**src/rtl/fdiv_pkg.sv**
```systemverilog
// Shared definitions for the FP divider issue controller: tag width default,
// exception-flag bit positions and the controller state encoding.
package fdiv_pkg;

    localparam int TAG_W_DEF = 6;
    localparam int FFLAG_W   = 5;

    localparam int FF_NV = 4;
    localparam int FF_DZ = 3;
    localparam int FF_OF = 2;
    localparam int FF_UF = 1;
    localparam int FF_NX = 0;

    typedef enum logic [1:0] {
        ST_IDLE  = 2'd0,
        ST_ISSUE = 2'd1,
        ST_WAIT  = 2'd2
    } state_t;

    // The divider never reports invalid; inexact follows from over/underflow.
    function automatic logic [FFLAG_W-1:0] make_fflags(input logic dz,
                                                       input logic ovf,
                                                       input logic unf);
        logic [FFLAG_W-1:0] f;
        f        = '0;
        f[FF_NV] = 1'b0;
        f[FF_DZ] = dz;
        f[FF_OF] = ovf;
        f[FF_UF] = unf;
        f[FF_NX] = ovf | unf;
        return f;
    endfunction

endpackage

```
**src/rtl/fdiv_result_fifo.sv**
```systemverilog
// Small synchronous result FIFO with first-word-fall-through head, an
// occupancy count and a synchronous clear that wins over push and pop.
module fdiv_result_fifo #(
    parameter int WIDTH = 43,
    parameter int DEPTH = 2,
    localparam int PTR_W = $clog2(DEPTH),
    localparam int CNT_W = PTR_W + 1
) (
    input  logic             clk,
    input  logic             rst_n,
    input  logic             clr,
    input  logic             push,
    input  logic [WIDTH-1:0] push_data,
    input  logic             pop,
    output logic [WIDTH-1:0] head_data,
    output logic             empty,
    output logic [CNT_W-1:0] count
);

    logic [WIDTH-1:0] mem [DEPTH];
    logic [PTR_W-1:0] wr_ptr_reg;
    logic [PTR_W-1:0] rd_ptr_reg;
    logic [CNT_W-1:0] count_reg;
    logic             full;
    logic             push_eff;
    logic             pop_eff;

    assign empty    = (count_reg == '0);
    assign full     = (count_reg == CNT_W'(DEPTH));
    assign pop_eff  = pop && !empty;
    assign push_eff = push && !full;

    always_ff @(posedge clk) begin
        if (push_eff && !clr) begin
            mem[wr_ptr_reg] <= push_data;
        end
    end

    // DEPTH is a power of two, so the pointers wrap by natural overflow.
    always_ff @(posedge clk or negedge rst_n) begin
        if (!rst_n) begin
            wr_ptr_reg <= '0;
            rd_ptr_reg <= '0;
            count_reg  <= '0;
        end else if (clr) begin
            wr_ptr_reg <= '0;
            rd_ptr_reg <= '0;
            count_reg  <= '0;
        end else begin
            if (push_eff) begin
                wr_ptr_reg <= wr_ptr_reg + 1'b1;
            end
            if (pop_eff) begin
                rd_ptr_reg <= rd_ptr_reg + 1'b1;
            end
            case ({push_eff, pop_eff})
                2'b10:   count_reg <= count_reg + 1'b1;
                2'b01:   count_reg <= count_reg - 1'b1;
                default: count_reg <= count_reg;
            endcase
        end
    end

    assign head_data = mem[rd_ptr_reg];
    assign count     = count_reg;

endmodule

```
**src/rtl/fdiv_issue_ctrl.sv**
```systemverilog
// Issues one FP divide at a time to an external divider and buffers completed
// results; flush kills the in-flight op and drops everything buffered.
module fdiv_issue_ctrl
    import fdiv_pkg::*;
#(
    parameter int TAG_W      = TAG_W_DEF,
    parameter int FIFO_DEPTH = 2
) (
    input  logic               clk,
    input  logic               rst_n,
    input  logic               flush,
    input  logic               in_valid,
    output logic               in_ready,
    input  logic [31:0]        in_a,
    input  logic [31:0]        in_b,
    input  logic [TAG_W-1:0]   in_tag,
    output logic               div_start,
    output logic [31:0]        div_a,
    output logic [31:0]        div_b,
    input  logic               div_busy,
    input  logic               div_done,
    input  logic [31:0]        div_result,
    input  logic               div_zero_division,
    input  logic               div_overflow,
    input  logic               div_underflow,
    output logic               out_valid,
    input  logic               out_ready,
    output logic [TAG_W-1:0]   out_tag,
    output logic [31:0]        out_result,
    output logic [FFLAG_W-1:0] out_fflags
);

    localparam int ENTRY_W = TAG_W + 32 + FFLAG_W;
    localparam int CNT_W   = $clog2(FIFO_DEPTH) + 1;

    state_t             state_reg;
    state_t             state_next;
    logic [31:0]        a_reg;
    logic [31:0]        b_reg;
    logic [TAG_W-1:0]   tag_reg;
    logic               kill_reg;

    logic               accept;
    logic               push;
    logic               pop;
    logic [ENTRY_W-1:0] push_data;
    logic [ENTRY_W-1:0] head_data;
    logic               fifo_empty;
    logic [CNT_W-1:0]   fifo_count;

    // Admission requires a free slot, which stays reserved for the op in flight.
    assign in_ready = rst_n && (state_reg == ST_IDLE)
                      && (fifo_count < CNT_W'(FIFO_DEPTH)) && !flush;
    assign accept   = in_valid && in_ready;

    always_ff @(posedge clk or negedge rst_n) begin
        if (!rst_n) begin
            state_reg <= ST_IDLE;
        end else begin
            state_reg <= state_next;
        end
    end

    always_comb begin
        state_next = state_reg;
        case (state_reg)
            ST_IDLE:  if (accept)    state_next = ST_ISSUE;
            ST_ISSUE: if (!div_busy) state_next = ST_WAIT;
            ST_WAIT:  if (div_done)  state_next = ST_IDLE;
            default:                 state_next = ST_IDLE;
        endcase
    end

    always_comb begin
        div_start = 1'b0;
        if (state_reg == ST_ISSUE) begin
            div_start = !div_busy;
        end
    end

    always_ff @(posedge clk or negedge rst_n) begin
        if (!rst_n) begin
            a_reg    <= '0;
            b_reg    <= '0;
            tag_reg  <= '0;
            kill_reg <= 1'b0;
        end else if (accept) begin
            a_reg    <= in_a;
            b_reg    <= in_b;
            tag_reg  <= in_tag;
            kill_reg <= 1'b0;
        end else if (flush && (state_reg != ST_IDLE)) begin
            kill_reg <= 1'b1;
        end
    end

    assign div_a = a_reg;
    assign div_b = b_reg;

    // A flush in the completion cycle discards the result just like a prior kill.
    assign push      = (state_reg == ST_WAIT) && div_done && !kill_reg && !flush;
    assign push_data = {tag_reg, div_result,
                        make_fflags(div_zero_division, div_overflow, div_underflow)};
    assign pop       = out_valid && out_ready;

    fdiv_result_fifo #(
        .WIDTH (ENTRY_W),
        .DEPTH (FIFO_DEPTH)
    ) u_result_fifo (
        .clk       (clk),
        .rst_n     (rst_n),
        .clr       (flush),
        .push      (push),
        .push_data (push_data),
        .pop       (pop),
        .head_data (head_data),
        .empty     (fifo_empty),
        .count     (fifo_count)
    );

    // Outputs read as zero whenever nothing is buffered.
    assign out_valid = !fifo_empty;
    assign {out_tag, out_result, out_fflags} = fifo_empty ? '0 : head_data;

endmodule

```
**config.mk**
```make
export PLATFORM = sky130hd
export DESIGN_NAME = fdiv_issue_ctrl
export DESIGN_NICKNAME = d
export VERILOG_FILES = /design/src/rtl/fdiv_pkg.sv /design/src/rtl/fdiv_result_fifo.sv /design/src/rtl/fdiv_issue_ctrl.sv
export SDC_FILE = /design/constraint.sdc
export NUM_CORES = 1
export LEC_CHECK = 0
export BUFFER_PORTS_ARGS = -buffer_cell sky130_fd_sc_hd__clkbuf_2
export CAP_MARGIN = 20
export CORE_AREA = 2 2 118 120
export CTS_CLUSTER_DIAMETER = 50
export DETAILED_ROUTE_END_ITERATION = 10
export DIE_AREA = 0 0 120 122
export PLACE_DENSITY = 0.8
export SLEW_MARGIN = 25
export SYNTH_ARGS = -nofsm -noshare
export SYNTH_HDL_FRONTEND = slang
export SYNTH_SLANG_ARGS = --single-unit
```
**constraint.sdc**
```tcl
create_clock -name clk -period 4.15 [get_ports clk]
set_clock_uncertainty 0.2 [all_clocks]
set_input_delay 0.83 -clock clk [delete_from_list [all_inputs] [get_ports clk]]
set_output_delay 0.83 -clock clk [all_outputs]
set_load 0.1 [all_outputs]
```
==> results.md, run 1 <==
Outcome:
- The flow ran to the end, and the final reports show no timing, DRC or antenna violations.

Clocking:
- In this run, post-CTS repair resized a total of 0 instances.
- After clock tree synthesis, the setup repair step added 0 buffers.
- The sink count of the clock tree is 161.
- The root buffer cell is sky130_fd_sc_hd__clkbuf_16.
- The deepest level of the CTS H-tree is 4.
- Clock-pin slew was measured on the worst setup and hold paths at 0.06 ns.
- TritonCTS built the clock tree.
- The insertion delay of the later-clocked pin in the worst-skew pair is 0.42 ns.
- The clock tree buffer depth is 2.
- The number of clock buffers added by TritonCTS is 17.
- In this run, post-CTS hold repair placed 0 buffers.

Worst setup path:
- The slowest library cell on the worst path is sky130_fd_sc_hd__dfrtp_2.
- The type of element launching the critical path is a flip-flop.
- On the worst path, the slowest cell contributes a delay of 0.81 ns.
- Of all nets on the critical path, the largest fanout is 23.
- At the worst endpoint, the required time is 3.12 ns.
- STA classifies the critical path endpoint as an output pin.
- For the worst setup path, the data arrival time is 2.31 ns.
- Walking the worst path, the cells encountered are buf_4, mux2i_1, nor2_1, clkbuf_2.
- The setup path with the least slack is of type flip-flop to output pin.
- The startpoint of the worst setup timing path is u_result_fifo.rd_ptr_reg$_DFFE_PN0P_.
- The worst register-to-register path begins at state_reg[1]$_DFFE_PN0P_.

Layout:
- In the final layout, the share of cells above drive strength 1 is 54.8%.
- For this run, the post-layout net count is 718.
- The area growth from synthesis to layout is 28.6%.
- The count of inserted antenna diode cells is 0.
- The register with the most flip-flops is u_result_fifo.mem.
- The register with the most flip-flops in the layout has 84 of them.
- Once layout is complete, the cells apart from fillers number 799.

Floorplanning:
- The horizontal die dimension is 120 um.
- The core area is 13500 sq um.
- In this run the vertical extent of the chip is 122 um.
- For this design the top-level I/O count stands at 222.
- The number of rows created at floorplan is 43.
- For this configuration, the core starts out at a cell density of 48.3%.
- The die area is 14600 sq um.

Route:
- The average vias per placed instance is 4.91.
- The pre-antenna-repair detailed-routing pass consisted of 4 iterations.
- The total DRC errors in the routed layout is 0.
- The DRC violation total after the first TritonRoute iteration is 251.
- In this run the remaining antenna-violating nets after routing total 0.
- The detailed router placed 3923 vias in this run.
- Dividing the detail-routed wire length by the instance count gives 16.1 um.
- The final layout contains routed wiring with a total length of 12900 um.

Place:
- The post-placement worst setup slack is 1.20 ns.
- The congestion estimate from routability-driven global placement came to 0.767.
- The HPWL reported at the end of detailed placement is 9300 um.
- The count of buffers added on input and output ports is 220.
- The cell count after placement is 767.

Global route:
- The total overflow left after global routing is 0.
- For this run, the total global-route usage over all layers was measured as 18.4%.
- Entering global routing, the biggest net connects 65 pins.
- The initial antenna violation count was 0.
- The first global-routing pass estimated 20400 um of wire.
- The via count of the first global-routing pass was 4052.

Yosys:
- During synthesis, Yosys emitted a total of 0 warnings.
- The count of different cell masters after synthesis is 33.
- Synthesis produced a netlist with a net count of 485.
- The average cell area after synthesis is 17.5 sq um.
- Synthesis inferred 161 register bits.
- The post-synth design cell area is 6530 sq um.
- The sequential-to-total area share from yosys stat is 68.2%.
- The post-synthesis instance total is 373.

Timing:
- Setup violations remaining at the end of the flow were counted as 0.
- The top achievable clock speed is 0.300 GHz.
- The final-report max-slew violation count is 0.
- The number of hold violations in the final report was 0.
- After layout, the worst path uses 80.4% of the clock period.
- The relative max-transition margin is 33.8%.
- Setup repair after global routing left no endpoint under its margin.
- Summed over all failing endpoints, the final setup total negative slack is 0 ns.
- The final critical path time including I/O delays and setup is 3.34 ns.
- Across all setup checks in the final design, the least slack found is 0.814 ns.
- At the pin with the least slew margin, the transition time is 0.990 ns.

Pwr:
- VDD sags by at most 0.587 mV.
- The power per cell area is 693 nW/um^2.
- For this design the static power due to leakage is 0.00386 uW.

Run:
- Across the run, the number of max-cap violations was 0.

Min path:
- In this run the worst hold path is classified as primary input to async pin.
[stage by stage]
step / util (%) / cell area (sq um) / hold WS (ns) / total power [uW]
floorplan: - / 6530 / 0.242 / 3930
global placement: 57.8 / 7800 / 0.255 / 4270
detailed placement: 57.8 / 7800 / 0.275 / 4300
CTS: 62.2 / 8390 / 0.0485 / 5860
global route: 62.2 / 8390 / 0.0528 / 6020
finish: 62.2 / 8390 / 0.0545 / 5820
[synth_stat cells, drive strengths merged]
master / count / area (sq um)
and2: 1 / 6.26
buf: 13 / 179
nor3: 1 / 10.0
and3b: 1 / 10.0
edfxtp: 84 / 2520
or2: 1 / 6.26
a211o: 1 / 8.76
nand3: 2 / 10.0
a31oi: 2 / 12.5
xor2: 1 / 8.76
nand2: 2 / 7.51
a32oi: 1 / 8.76
nand3b: 1 / 7.51
a21oi: 1 / 5.00
o21ai: 2 / 10.0
nand4b: 1 / 8.76
nor2: 48 / 180
nor3b: 2 / 15.0
a21o: 2 / 15.0
nor2b: 1 / 6.26
mux2i: 43 / 430
nand2b: 1 / 6.26
dfrtp: 77 / 1930
inv: 3 / 11.3
mux2: 70 / 1040
nor4b: 1 / 23.8
conb: 1 / 3.75
o21a: 2 / 15.0
clkbuf: 7 / 26.3
[cell families after synthesis]
group / Yosys count / share of synthesized area (%)
compound gates: 11 / 1.15
flops: 161 / 68.2
mux: 113 / 22.6
other cells: 1 / 0.0575
xor+xnor: 1 / 0.134
buf+inv: 23 / 3.32
simple gates: 63 / 4.56
[cells in the final DEF, fill, tap and decap left out, types with 2 or more instances in the layout]
cell type                   count
sky130_fd_sc_hd__bufinv_16      3
sky130_fd_sc_hd__mux2_2         2
sky130_fd_sc_hd__clkbuf_16     17
sky130_fd_sc_hd__buf_12         2
sky130_fd_sc_hd__inv_1          3
sky130_fd_sc_hd__nor3b_1        2
sky130_fd_sc_hd__clkinv_4       2
sky130_fd_sc_hd__o21a_1         2
sky130_fd_sc_hd__nor2_1        45
sky130_fd_sc_hd__o21ai_0        2
sky130_fd_sc_hd__edfxtp_1      84
sky130_fd_sc_hd__nand3_1        2
sky130_fd_sc_hd__buf_4         13
sky130_fd_sc_hd__clkbuf_1       5
sky130_fd_sc_hd__dfrtp_1       76
sky130_fd_sc_hd__clkbuf_2     219
sky130_fd_sc_hd__a31oi_1        2
sky130_fd_sc_hd__clkinv_2       2
sky130_fd_sc_hd__a21o_1         2
sky130_fd_sc_hd__nand2_1        2
sky130_fd_sc_hd__nor2_4         3
sky130_fd_sc_hd__mux2_4        68
sky130_fd_sc_hd__mux2i_1       43
[routing by layer]
metal | vias to the layer above | GRT usage (%) | wire [um]
met1 | 1911 | 22.6 | 5320
met5 | - | 0 | 0
met2 | 187 | 29.9 | 6310
met4 | 0 | 7.35 | 169
li1 | 1812 | - | -
met3 | 13 | 6.32 | 1100
[where the power goes]
part	leakage, uW	switching (uW)	internal [uW]	total, uW
Clock	0.000286	588	964	1550
Combinational	0.00190	1730	463	2200
Sequential	0.00168	152	1920	2070
Total	0.00386	2470	3350	5820
[layout make-up]
class | count | area, sq um
multi-input combinational | 189 | 1880
tap | 180 | 225
sequential | 161 | 4450
fill | 997 | 5110
inverter | 3 | 11.3
timing repair buffer | 234 | 1230
clock inverter | 9 | 134
clock buffer | 23 | 458
[final timing paths]
path	to	slack, ns	cells past startpoint
worst max-delay path	out_result[20]	0.81	4
worst min-delay path	tag_reg[0]$_DFFE_PN0P_	0.05	1
worst max register to register	div_b[14]$_DFFE_PN0P_	1.70	4
worst min register to register	u_result_fifo.mem[1][36]$_DFFE_PP_	0.28	0
max in group asynchronous	div_b[21]$_DFFE_PN0P_	2.65	2
min in group clk	u_result_fifo.mem[1][36]$_DFFE_PP_	0.28	0
[worst max-delay path, delay by kind of cell (launching register included)]
kind	cells	cell delay, ns
buf+inv	2	0.82
flops	1	0.81
simple gates	1	0.13
mux	1	0.10
No activity file was read; power rests on OpenSTA's default activity.
==> run 2, diff against run 1 <==
Clock period 4.15 ns to 3.1 ns, I/O delays scaled along.
==> results.md, run 2 (synthesis results as in run 1) <==
Worst setup path:
- The arrival time at the worst endpoint is 1.96 ns.
- The cell family contributing the most delay on the critical path is buffers and inverters.
- Along the worst path, the maximum fanout reaches 37.
- The delay of the slowest cell on the worst path is 0.49 ns.
- Traced cell by cell, the critical path runs through buf_12, mux2i_1, nor2_1, clkbuf_2.
- The critical path is of the flip-flop to output pin type.
- The slowest library cell on the worst path is sky130_fd_sc_hd__dfrtp_2.
- The kind of end point of the critical path is an output pin.
- Setup slack on the worst reg-to-reg path comes out at 0.95 ns.
- The type of element launching the critical path is a flip-flop.
- The worst path buffer plus inverter count is 2.
- Data on the critical path is required at its endpoint by 2.28 ns.

Clocking:
- The TritonCTS clock tree is done.
- The sink count of the clock tree is 161.
- The number of setup buffers added after CTS is 0.
- The clock passes through at most 2 buffers.
- The number of clock buffers added by TritonCTS is 17.
- After clock tree synthesis, the clock-pin slew on the worst setup and hold paths is 0.06 ns.
- The tree is rooted in a sky130_fd_sc_hd__clkbuf_16.
- The later pin in the worst-skew pair is clocked with a latency of 0.41 ns.
- The deepest level of the CTS H-tree is 4.

Global route:
- The first global-routing pass estimated 19800 um of wire.
- The all-layer global routing usage is 17.9%.
- The initial antenna violation count was 0.
- Entering global routing, the biggest net connects 75 pins.
- For this run the aggregate overflow at the end of global routing stands at 0.
- The via count of the first global-routing pass is 3972.

Layout:
- More flip-flops sit in one register than any other, and that register is u_result_fifo.mem.
- In the layout the commonest cells are sky130_fd_sc_hd__clkbuf_2, sky130_fd_sc_hd__edfxtp_1, sky130_fd_sc_hd__dfrtp_1, sky130_fd_sc_hd__mux2_4, sky130_fd_sc_hd__nor2_1.
- From synthesis to final layout, the design area changed by 29.2%.
- The number of nets in the layout is 712.
- The most frequent standard cell in the layout excluding fill and tap cells is sky130_fd_sc_hd__clkbuf_2.
- The core occupancy in the finished layout is 62.4%.
- The flip-flop count of the largest register, all copies and words added is 84.
- The repair_antennas step left the layout with diodes totalling 0.
- The ratio of cells with drive above 1 in the final layout is 54.2%.

Route:
- Using the TritonRoute via totals, the vias-per-cell ratio works out to 4.83.
- Once detail routing completed, the nets flagged for antenna violations numbered 0.
- The number of iterations in the first detailed-routing pass is 4.
- Across all layers, the routed design uses 3827 vias.
- In the final routed layout, each cell accounts on average for 16.3 um.
- In this run, the number of DRC markers left after iteration 0 of detailed routing was 138.
- The total DRC errors in the routed layout is 0.
- The final wirelength is 12900 um.

Timing:
- The final critical path time including I/O delays and setup is 2.78 ns.
- The final critical path takes up 89.8% of the cycle.
- The worst pin sits at a relative slew slack of 55.5%.
- The final-report max-slew violation count came to 0.
- Summed over all failing endpoints, the final setup total negative slack is 0 ns.
- Setup repair after global routing left no endpoint under its margin.
- For the pin with the worst max-slew slack, the measured transition is 0.668 ns.
- The top achievable clock speed is 0.359 GHz.
- Setup violations remaining at the end of the flow were counted as 0.
- The number of hold violations in the final report is 0.

Floorplanning:
- The initial core utilization is 48.3%.
- After floorplanning, the core was divided into 43 placement rows.
- The die area is 14600 sq um.
- 222 I/O pins were placed.
- The die is 122 um tall.
- The core area is 13500 sq um.
- In this run the horizontal extent of the chip is 120 um.

Min path:
- In this run the worst hold path is classified as primary input to flip-flop.

Place:
- The count of buffers from port buffering is 220.
- The final weighted congestion of routability-driven global placement is 0.791.
- The HPWL reported at the end of detailed placement is 9170 um.

Pwr:
- The overall power after layout is 7810 uW.
- The static leakage power is 0.00386 uW.
- IR analysis of the VDD net gives a maximum drop of 0.947 mV.
- For this design the ratio of total power to cell area is 926 nW/um^2.

Outcome:
- The run finished with clean final reports.

Run:
- The reported max-cap violation count is 0.
## run 2: cell count changes in the layout (fill, tap and decap cells not counted), moves of 2 or more
cell / before / now
sky130_fd_sc_hd__clkinv_4: 2 / 0
sky130_fd_sc_hd__buf_12: 2 / 6
sky130_fd_sc_hd__buf_4: 13 / 2
sky130_fd_sc_hd__clkbuf_8: 1 / 5
## run 2: metal layers
metal	vias to the layer above	part of all wire (%)	global-route usage, %
met2	173	49	29.4
li1	1800	-	-
met3	15	8.8	6.32
met4	0	1.5	7.06
met1	1839	40	21.9
met5	-	0	0
## run 2: layout make-up
type | instances | area [sq um]
well taps | 180 | 225
multi-input cells | 189 | 1890
fillers | 1012 | 5080
flip-flops and latches | 161 | 4450
clock buffers | 29 | 542
clock inverters | 3 | 65.1
inverters | 3 | 11.3
repair buffers | 228 | 1250
## run 2: path summary, 6_finish.rpt
check / cells past startpoint / endpoint / startpoint
min reg2reg: 0 / u_result_fifo.mem[1][38]$_DFFE_PP_ / tag_reg[2]$_DFFE_PN0P_
max reg2reg: 4 / u_result_fifo.mem[0][28]$_DFFE_PP_ / state_reg[0]$_DFFE_PN0P_
min in group asynchronous: 2 / div_a[23]$_DFFE_PN0P_ / rst_n
min: 1 / u_result_fifo.mem[0][8]$_DFFE_PP_ / div_result[4]
max: 4 / out_result[29] / u_result_fifo.rd_ptr_reg$_DFFE_PN0P_
max in group asynchronous: 3 / tag_reg[5]$_DFFE_PN0P_ / rst_n
## run 2: stage by stage
| step | setup WS, ns | area, sq um | std cells | hold WS, ns |
|---|---|---|---|---|
| floorplan | -0.489 | 6530 | 373 | 0.124 |
| detailed placement | 0.640 | 7810 | 760 | 0.235 |
| global placement | 0.705 | 7810 | 760 | 0.232 |
| global route | 0.229 | 8430 | 793 | 0.179 |
| CTS | 0.308 | 8420 | 793 | 0.181 |
| finish | 0.316 | 8430 | 793 | 0.199 |
## run 2: where the power goes
group / internal, uW / leakage (uW) / switching [uW]
Combinational: 621 / 0.00189 / 2310
Sequential: 2570 / 0.00168 / 202
Clock: 1340 / 0.000297 / 757
Total: 4540 / 0.00386 / 3270
## run 2: timing repair
action,4_1_cts,5_1_grt
hold endpoints to repair,3,0
gates resized for setup,0,0
hold buffers,1,0
==> run 3, diff against run 2 <==
Settings changed: CORE_AREA 2 2 118 120 to 2 2 116 118, CTS_BUF_LIST from default to sky130_fd_sc_hd__clkbuf_4 sky130_fd_sc_hd__clkbuf_8, DIE_AREA 0 0 120 122 to 0 0 118 120, PLACE_DENSITY 0.8 to 0.82.
==> results.md, run 3 (synthesis results as in run 1) <==
Pwr:
- The internal power is 3920 uW.
- In this run the power density over the cells is 876 nW/um^2.
- The sequential share of power is 38.8%.
- The combinational cell fraction of total power is 41.0%.
- In this run the power spent charging and discharging nets is 3240 uW.
- The static leakage power is 0.00375 uW.
- The worst ir drop on vdd is 0.988 mV.
- The switching fraction of total power is 45.3%.
- Per report_power, the clock group accounts for 20.2% of the total.

Min path:
- The worst hold path depth is 1.
- The terminating pin of the worst hold path is u_result_fifo.mem[1][32]$_DFFE_PP_.
- In this run the most critical hold path is launched from div_result[28].
- The kind of path behind the tightest hold check is primary input to flip-flop.

Worst setup path:
- In this run the critical register-to-register path is captured at u_result_fifo.mem[0][35]$_DFFE_PP_.
- The worst path buffer plus inverter count is 2.
- STA puts the critical path data required time at 2.28 ns.
- By startpoint and endpoint, the worst setup path is classified as flip-flop to output pin.
- Counting cells, the worst reg-to-reg path comes to 4.
- The largest delay contributor family on the critical path is buffers and inverters.
- The startpoint of the worst register-to-register path is state_reg[0]$_DFFE_PN0P_.
- The maximum fanout along the worst path is 36.
- The startpoint of the worst setup timing path is u_result_fifo.rd_ptr_reg$_DFFE_PN0P_.
- The kind of end point of the critical path is an output pin.
- Across all register-to-register paths, the minimum setup slack is 0.92 ns.
- The delay of the slowest cell on the worst path is 0.52 ns.
- The worst setup path is launched from a flip-flop.
- Data on the critical path arrives at its endpoint at 2.03 ns.
- Walking the worst path, the cells encountered are buf_12, mux2i_1, nor2_1, clkbuf_2.
- The slowest library cell on the worst path is sky130_fd_sc_hd__dfrtp_2.

Layout:
- The register with the most flip-flops is u_result_fifo.mem.
- The summed area of non-filler cells in the final layout is 8170 sq um.
- The most frequent standard cell in the layout excluding fill and tap cells is sky130_fd_sc_hd__clkbuf_2.
- The area growth from synthesis to layout is 25.2%.
- The ratio of cells with drive above 1 in the final layout is 54.6%.
- The count of inserted antenna diode cells is 0.
- The library cells used most frequently in the layout, excluding fill and tap cells, are sky130_fd_sc_hd__clkbuf_2, sky130_fd_sc_hd__edfxtp_1, sky130_fd_sc_hd__dfrtp_1, sky130_fd_sc_hd__mux2_4, sky130_fd_sc_hd__nor2_1.
- The register with the most flip-flops in the layout has 84 of them.
- The number of nets in the layout is 712.

Global route:
- The initial antenna violation count is 0.
- The all-layer global routing usage is 19.8%.
- The first global-routing pass estimated 21300 um of wire.
- The residual overflow from global routing is 0.
- The via count of the first global-routing pass is 4137.
- The pin count of the biggest net entering global routing is 69.

Timing:
- Setup repair after global routing left no endpoint under its margin.
- The top achievable clock speed is 0.351 GHz.
- The final critical path time including I/O delays and setup is 2.85 ns.
- The final-report max-slew violation count is 0.
- Measured against its own limit, the worst slew margin works out to 44.1%.
- In the final timing run, aggregate negative setup slack is 0 ns.
- The number of hold violations in the final report is 0.
- The final critical path takes up 91.9% of the cycle.
- At the pin with the least slew margin, the transition time is 0.838 ns.
- The worst path meets setup with 0.250 ns of slack.
- Final hold analysis gives a worst-case slack of 0.184 ns.
- Setup violations remaining at the end of the flow were counted as 0.

Place:
- The final weighted congestion of routability-driven global placement is 0.781.
- The HPWL after detailed placement is 9710 um.
- The post-detailed-placement cell area is 7790 sq um.
- The count of buffers from port buffering is 220.
- OpenSTA, run right after detailed placement, puts the worst setup slack at 0.636 ns.

Route:
- The number of vias in the routed layout is 3868.
- The average vias per placed instance is 4.91.
- The count of antenna-violating nets left after detailed routing is 0.
- The post-detailed-route wirelength per cell is 17.0 um.
- The number of iterations in the first detailed-routing pass is 4.
- The final wirelength is 13400 um.
- In the routed design, unresolved DRC markers number 0.
- In this run, the number of DRC markers left after iteration 0 of detailed routing was 248.

Floorplanning:
- The region available for standard cell placement spans 13000 sq um.
- The die is 118 um wide.
- Row generation in the floorplan step produced 42 rows.
- The initial core utilization is 50.3%.
- The die area is 14200 sq um.
- The vertical die dimension is 120 um.
- The top-level port count is 222.

Outcome:
- The run finished with clean final reports.

Clocking:
- The deepest level of the CTS H-tree is 4.
- The TritonCTS clock tree is done.
- The clock tree buffer depth is 2.
- The number of instances resized during post-cts repair is 0.
- Clock latency on the worst-skew pair, taken at its later pin, is 0.43 ns.
- The clock-pin slew reported for the worst setup and hold paths after clock tree synthesis is 0.08 ns.
- The root buffer cell is sky130_fd_sc_hd__clkbuf_8.
- Clock tree synthesis inserted a total of 17 buffers.
- The sink count of the clock tree is 161.

Run:
- The reported max-cap violation count is 0.
[run 3: how the worst max path moves through the flow]
stage                                    endpoint  slack (ns)  cells past startpoint
3_3_place_gp   u_result_fifo.mem[1][25]$_DFFE_PP_        0.72                      5
3_5_place_dp   u_result_fifo.mem[0][22]$_DFFE_PP_        0.64                      5
2_1_floorplan   u_result_fifo.mem[0][0]$_DFFE_PP_       -0.49                      3
5_1_grt                            out_result[23]        0.14                      4
4_1_cts                            out_result[20]        0.22                      4
6_report                           out_result[20]        0.25                      4
[run 3: final cells by class]
type                    instances  area, sq um
fillers                       955         4810
flip-flops and latches        161         4450
multi-input cells             189         1890
repair buffers                228         1230
clock buffers                  20          256
well taps                     176          220
clock inverters                11          114
inverters                       3         11.3
[run 3: timing repair]
| item | in CTS | in global routing |
|---|---|---|
| hold endpoints to repair | 9 | 0 |
| setup endpoints to repair | 0 | 0 |
| setup buffers | 0 | 0 |
| hold buffers | 1 | 0 |
[run 3: power by group through the flow]
stage                     Sequential, uW  Clock, uW  Combinational [uW]
final                               2780       1450                2940
after global routing                2820       1590                3010
after CTS                           2780       1480                2950
after detailed placement            2800          0                2960
after global placement              2790          0                2920
after floorplan                     4660          0                 603
[run 3: layer usage]
| layer | GRT usage, % | wire length (um) |
|---|---|---|
| met5 | 0 | 0 |
| met4 | 7.91 | 192 |
| met3 | 6.23 | 1060 |
| met2 | 32.7 | 6660 |
| met1 | 24.5 | 5490 |
[run 3: metrics by stage]
step           instances  utilization, %  total power [uW]
2_1_floorplan        373               -              5260
3_3_place_gp         756            60.0              5710
3_5_place_dp         756            60.0              5760
4_1_cts              788            62.9              7220
5_1_grt              788            62.9              7420
6_report             788            62.9              7160
